--- src/rtl/closure_monitor.sv ---
// Phase-closure monitor: signed sum of NCH phasemeter channels, averaged over 2^DEC_LOG2 closures.
// Optional macro CLOSURE_ALARM_EN builds the |mean| threshold alarm; otherwise alarm is tied low.
module closure_monitor #(
  parameter int unsigned     NCH       = 3,
  parameter int unsigned     PW        = 32,
  parameter int unsigned     DEC_LOG2  = 2,
  parameter logic [NCH-1:0]  SIGN_MASK = NCH'(3'b010),
  parameter int unsigned     THRESH    = 1024
) (
  input  logic              clk,
  input  logic              rst,
  input  logic [NCH*PW-1:0] s_phase,
  input  logic [NCH-1:0]    s_valid,
  output logic [PW-1:0]     m_closure,
  output logic              m_valid,
  input  logic              m_ready,
  output logic              drop,
  output logic              overrun,
  output logic              alarm
);

  localparam int unsigned AW = PW + DEC_LOG2;
  localparam int unsigned CW = DEC_LOG2 + 1;
  localparam int unsigned IW = $clog2(NCH + 1);

  typedef enum logic [1:0] {COLLECT, SUM, ACC, EMIT} state_t;

  state_t              state, state_nxt;
  logic [PW-1:0]       ch_reg [NCH];
  logic [PW-1:0]       snap   [NCH];
  logic [NCH-1:0]      pending;
  logic [PW-1:0]       sum;
  logic signed [AW-1:0] acc;
  logic [CW-1:0]       cnt;
  logic [IW-1:0]       idx;
  logic                snap_en, add_en, acc_en, emit_en;
  logic [PW-1:0]       snap_sel;
  logic                sub_sel;
  logic [PW-1:0]       mean;

  assign mean = PW'(acc >>> DEC_LOG2);

  always_comb begin
    snap_sel = '0;
    sub_sel  = 1'b0;
    for (int i = 0; i < NCH; i++) begin
      if (idx == IW'(i)) begin
        snap_sel = snap[i];
        sub_sel  = SIGN_MASK[i];
      end
    end
  end

  always_comb begin
    state_nxt = state;
    snap_en   = 1'b0;
    add_en    = 1'b0;
    acc_en    = 1'b0;
    emit_en   = 1'b0;
    case (state)
      COLLECT: if (&pending) begin
        snap_en   = 1'b1;
        state_nxt = SUM;
      end
      // One channel per edge, then one settling edge before ACC.
      SUM: if (idx == IW'(NCH)) state_nxt = ACC;
           else add_en = 1'b1;
      ACC: begin
        acc_en    = 1'b1;
        state_nxt = (cnt == CW'((1 << DEC_LOG2) - 1)) ? EMIT : COLLECT;
      end
      EMIT: begin
        emit_en   = 1'b1;
        state_nxt = COLLECT;
      end
      default: state_nxt = COLLECT;
    endcase
  end

  always_ff @(posedge clk or posedge rst) begin
    if (rst) begin
      state     <= COLLECT;
      pending   <= '0;
      sum       <= '0;
      acc       <= '0;
      cnt       <= '0;
      idx       <= '0;
      m_closure <= '0;
      m_valid   <= 1'b0;
      drop      <= 1'b0;
      overrun   <= 1'b0;
      for (int i = 0; i < NCH; i++) begin
        ch_reg[i] <= '0;
        snap[i]   <= '0;
      end
    end else begin
      state <= state_nxt;
      for (int i = 0; i < NCH; i++) begin
        if (s_valid[i]) begin
          ch_reg[i] <= s_phase[i*PW +: PW];
          if (pending[i]) drop <= 1'b1;
        end
        // A strobe on the snapshot edge feeds the snapshot directly.
        if (snap_en) begin
          snap[i]    <= s_valid[i] ? s_phase[i*PW +: PW] : ch_reg[i];
          pending[i] <= 1'b0;
        end else if (s_valid[i]) begin
          pending[i] <= 1'b1;
        end
      end
      if (snap_en) begin
        sum <= '0;
        idx <= '0;
      end
      if (add_en) begin
        sum <= sub_sel ? sum - snap_sel : sum + snap_sel;
        idx <= idx + 1'b1;
      end
      if (acc_en) begin
        acc <= acc + AW'($signed(sum));
        cnt <= cnt + 1'b1;
      end
      if (emit_en) begin
        m_closure <= mean;
        m_valid   <= 1'b1;
        acc       <= '0;
        cnt       <= '0;
        if (m_valid && !m_ready) overrun <= 1'b1;
      end else if (m_ready) begin
        m_valid <= 1'b0;
      end
    end
  end

`ifdef CLOSURE_ALARM_EN
  logic [PW:0] mag;
  logic        over, over_prev;

  assign mag  = mean[PW-1] ? (PW+1)'(0) - {1'b1, mean} : {1'b0, mean};
  assign over = mag > (PW+1)'(THRESH);

  always_ff @(posedge clk or posedge rst) begin
    if (rst) begin
      alarm     <= 1'b0;
      over_prev <= 1'b0;
    end else if (emit_en) begin
      over_prev <= over;
      if (over && over_prev)                  alarm <= 1'b1;
      else if (mag <= (PW+1)'(THRESH / 2))    alarm <= 1'b0;
    end
  end
`else
  assign alarm = 1'b0;
`endif

endmodule
--- config.mk ---
export PLATFORM = sky130hd
export DESIGN_NAME = closure_monitor
export DESIGN_NICKNAME = d
export VERILOG_FILES = /design/src/rtl/closure_monitor.sv
export SDC_FILE = /design/constraint.sdc
export NUM_CORES = 1
export LEC_CHECK = 0
export CAP_MARGIN = 10
export CORE_MARGIN = 1
export CORE_UTILIZATION = 53
export DETAILED_ROUTE_END_ITERATION = 10
export GPL_ROUTABILITY_DRIVEN = 0
export HOLD_SLACK_MARGIN = 0.15
export PLACE_DENSITY = 0.81
export SETUP_SLACK_MARGIN = 0.15
export SLEW_MARGIN = 20
export SYNTH_ARGS = -nofsm -noshare
export SYNTH_HDL_FRONTEND = slang
export SYNTH_SLANG_ARGS = --single-unit
--- constraint.sdc ---
create_clock -name clk -period 11.95 [get_ports clk]
set_clock_uncertainty 0.1 [all_clocks]
set_input_delay 3.585 -clock clk [delete_from_list [all_inputs] [get_ports clk]]
set_output_delay 3.585 -clock clk [all_outputs]
set_load 0.02 [all_outputs]
-- After elaboration in Yosys (flattened, before gate mapping)
Index checks and enable logic that the tools add are counted.
- mux-type cells: 41
- equality and inequality tests: 9
- reduce and logical (&&, ||, !) cells: 13
- add/sub/neg operators: 5
- operator list (kind ; number):
    two-way mux 32 bit ; 9
    two-way mux 34 bit ; 2
    adder 34 x 32 -> 34 bit ; 1
    adder 32 bit ; 1
    subtractor 32 bit ; 1
    two-way mux 1 bit ; 22
    nonzero test 2 bit ; 6
    two-way mux 2 bit ; 5
    equality test 2 bit, second input constant ; 4
    one-hot mux 2 bit (4 select lines) ; 1
    two-way mux 3 bit ; 2
    equality test 2 x 1 -> 1 bit, second input constant ; 2
    zero test 2 bit ; 2
    != test 2 bit, second input constant ; 2
    AND reduction 2 bit ; 2
    adder 3 x 1 -> 3 bit, second input constant ; 1
    equality test 3 x 2 -> 1 bit, second input constant ; 1
    AND reduction 3 bit ; 1
    adder 2 x 1 -> 2 bit, second input constant ; 1
    logical AND 1 bit ; 1
    zero test 1 bit ; 1
- word-level logic and storage cells: 86
- bits in registers: 303
- input port bits: 102
- output and inout port bits: 36

-- Logic depth before layout (Yosys ltp)
- word-level depth: 7
- gate-level depth with buffers: 22
- mapped depth without buffers: 20

-- Least setup slack after synthesis
Ideal clock, no wire load.
- path type: input to register
- start: input s_valid[2]
- end: register snap[15] (netlist name)
- cell stages on the path: 4
- data arrival time: 4.786 ns
- setup time: 0.125 ns
- path slack: 6.939 ns
- data required time: 11.725 ns
- cells stage by stage: clkbuf_1 buf_1 mux2_2 mux2_2
- longest elaborated chain between the ends: 1
- ends and longest elaborated chain (what ; line ; text):
    from (decl) ; 13 ; input logic [NCH-1:0] s_valid,
    two-way mux 32 bit ; n/a ;
    to (signal, indexed assignment) ; 105 ; snap[i] <= s_valid[i] ? s_phase[i*PW +: PW] : ch_reg[i];
    to (decl) ; 30 ; logic [PW-1:0] snap [NCH];
No other way between the ends.
A chain may end at the register's enable or synchronous reset.

-- Worst setup path after layout
- start: register idx[1]
- end: register sum[31]
- longest elaborated chain between the ends: 7
- ends and longest elaborated chain (what ; line ; text):
    from (decl) ; 35 ; logic [IW-1:0] idx;
    from (signal assigned) ; 117 ; idx <= idx + 1'b1;
    zero test 2 bit ; 47 ; if (idx == IW'(i)) begin
    two-way mux 32 bit (3 in a row) ; 47 ;
    adder 32 bit or subtractor 32 bit (tied branches) ; 116 ; sum <= sub_sel ? sum - snap_sel : sum + snap_sel;
    two-way mux 32 bit ; 116 ;
    two-way mux 32 bit ; 115 ; if (add_en) begin
    to (signal assigned) ; 116 ;
    to (decl) ; 32 ; logic [PW-1:0] sum;
Parallel ways exist; a longest one is shown, timed or not.

==> metrics.txt <==
Main synth FF type dfrtp_1; total core area around 30000 um2; final worst slack 5.91 ns; first-pass GRT wire length about 58 mm; detailed-route DRC error count 0; DPL Wire Length ~25 mm; Pleak between 8 and 9 nW; worst-skew pair later-pin latency around 0.58 ns; worst-path cell chain inv_1 -> ha_2 -> buf_4 -> nand3b_1 -> a2bb2oi_1 -> inv_1 -> ha_1 -> nand3_1 -> nor4_1 -> nor2_1 -> xnor2_1 -> ha_1 -> and4_1 -> a221oi_1 -> nor3b_1 -> a211oi_1 -> o2111a_1 -> o31a_1 -> o2111a_1 -> a211o_1; vias in the first global route about 11000; # H-tree levels 1; CP endpoint kind flop; row count 63; Slew HR 0.318; clock tree sinks 303; Area contributors post-synth dfrtp_1 48%, mux2_2 16%, ha_1 5.6%; Max Clock Freq ~170 MHz; Avg WL per Cell 18.6 um; syn_area_per_cell approximately 11 um2; crit-path leading delay family simple AND/OR/NAND/NOR gates; Pwr Total 6.08 mW; worst-margin pin slew slightly above 1 ns; chip height around 180 um; RSZ-0062 raised after global routing false; Post-CTS Resized 0; final setup vio count 0; pre-CTS WS between 5 and 6 ns; Cells after Synth 1390; endpoints failing hold 0; synthesized cell area 15900 um2; Clock transition at path regs roughly 0.060 ns; unique cell type count in the Yosys netlist 73; critical path arrival 6.39 ns; CTS root buf clkbuf_16; CTS buffer count 31; Max Slew Vio Count 0; top cell type's share of synthesized area 0.478; fraction of registers with async set/reset 1.00; DP Area about 17000 um2; 1st-iter DRT viols 711; Final nets between 1500 and 2000; ant diodes 0; largest net degree at the start of global routing 169; worst-case clock buffer depth 3; Tot GR Track Use 0.236; WS Path Type flop to flop; Finished Cell Area 18500 um2; buffers added on ports 136; total global routing overflow 0; drt via density 5.92; CP max FO between 80 and 90; Max-cap violations 0; most frequent cells in the layout 303 x dfrtp_1, 223 x mux2_2, 133 x clkdlybuf4s50_1; DRT antenna net count 0; Final period util 0.505; crit path max-delay cell type nor4_1; Die W around 180 um; drt pass-1 iters 5; Initial Utilization 0.537; initial antenna violation count 0; crit path time final 6.04 ns; Post-Syn Nets approximately 1600; status completed; Worst Path Buf+Inv 3; placed cell count roughly 1900; share of cells above drive strength 1 0.200; Critical Path Max Stage Delay just over 0.8 ns; CTS tree done; fin cells 1911; setup bufs post-CTS 0; Seq/Total Area, Yosys 0.478; worst vdd ir approximately 0.17 mV; #FFs+latches synth ~300; DR vias ~11000; setup TNS 0 ns; PD cells ~330 nW/um2; final WL approximately 36 mm; HP Class flop to flop; Crit path required time around 12 ns; Worst setup SP type flop; number of synthesized flops with an enable pin 0; Hold-fix buffers, CTS 0; io pins approximately 140; Area growth syn-to-layout 16.4%; most common cell after layout, fill and taps aside dfrtp_1; yosys warns 0; Die Footprint 30700 um2; Yosys top cell by area dfrtp_1
-- worst register-to-register path, delay by kind of cell (launching register included) --
family / cells / cell delay, ns
and+or+nand+nor: 6 / 1.98
AOI/OAI and AO/OA: 7 / 1.74
buffers and inverters: 3 / 0.80
adders and majority gates: 3 / 0.73
DFF: 1 / 0.41
xor gates and xnor gates: 1 / 0.17
-- through the flow --
stage               hold slack (ns)   util
floorplan                     0.357      -
finish                        0.383  0.625
global placement              0.361  0.592
CTS                           0.389  0.625
detailed placement            0.375  0.592
global route                  0.399  0.625
-- worst paths after layout --
check | from | to | slack (ns) | depth (start not counted)
setup / recovery | idx[1]$_DFFE_PP0P_ | sum[31]$_DFFE_PP0P_ | 5.91 | 20
hold / removal | m_closure[28]$_DFFE_PP0P_ | m_closure[28]$_DFFE_PP0P_ | 0.38 | 2
setup reg to reg | idx[1]$_DFFE_PP0P_ | sum[31]$_DFFE_PP0P_ | 5.91 | 20
hold reg to reg | m_closure[28]$_DFFE_PP0P_ | m_closure[28]$_DFFE_PP0P_ | 0.38 | 2
max in group asynchronous | rst | ch_reg[14]$_DFF_PP0_ | 7.03 | 4
min in group asynchronous | rst | m_closure[0]$_DFFE_PP0P_ | 3.43 | 3
-- report_power, final --
group / switching (mW) / internal [mW]
combinational: 1.93 / 1.56
clock: 0.400 / 0.529
sequential: 0.262 / 1.39
-- cell usage after synthesis (10+ instances only) --
cell type / n
mux2_2: 223
a21o_1: 37
nand3b_1: 31
a2bb2oi_1: 23
nand2b_1: 12
nand4_1: 10
a21oi_1: 95
a22o_1: 23
xor2_1: 26
nor2b_1: 14
xnor2_1: 51
a31oi_1: 14
dfrtp_1: 303
ha_1: 71
inv_1: 27
nand2_1: 59
nand3_1: 49
clkbuf_1: 46
nor3_1: 14
nor2_1: 44
o21ai_0: 67
-- kinds of logic after synthesis --
group	after synthesis	synth area share
XOR/XNOR	77	0.0425
flip-flops	303	0.478
buffers and inverters	100	0.0275
multiplexers	227	0.161
AND/OR/NAND/NOR	276	0.0946
adder cells (fa/ha/maj)	73	0.0585
AO/OA/AOI/OAI	333	0.139
other	1	0.000236
-- routing by layer --
layer | up-vias | global-route usage | part of all wire
met5 | - | 0 | 0
met4 | 0 | 0.0855 | 0.034
met3 | 74 | 0.0335 | 0.052
met2 | 343 | 0.388 | 0.48
met1 | 5548 | 0.319 | 0.44
li1 | 5343 | - | -
-- cell type report --
cell class	instances	area, um2
well taps	390	488
fillers	2290	11100
multi-input cells	987	7870
inverters	29	115
flip-flops and latches	303	7580
clock buffers	41	863
clock inverters	13	116
repair buffers	148	1450
Power figures use the tool's default switching activity.
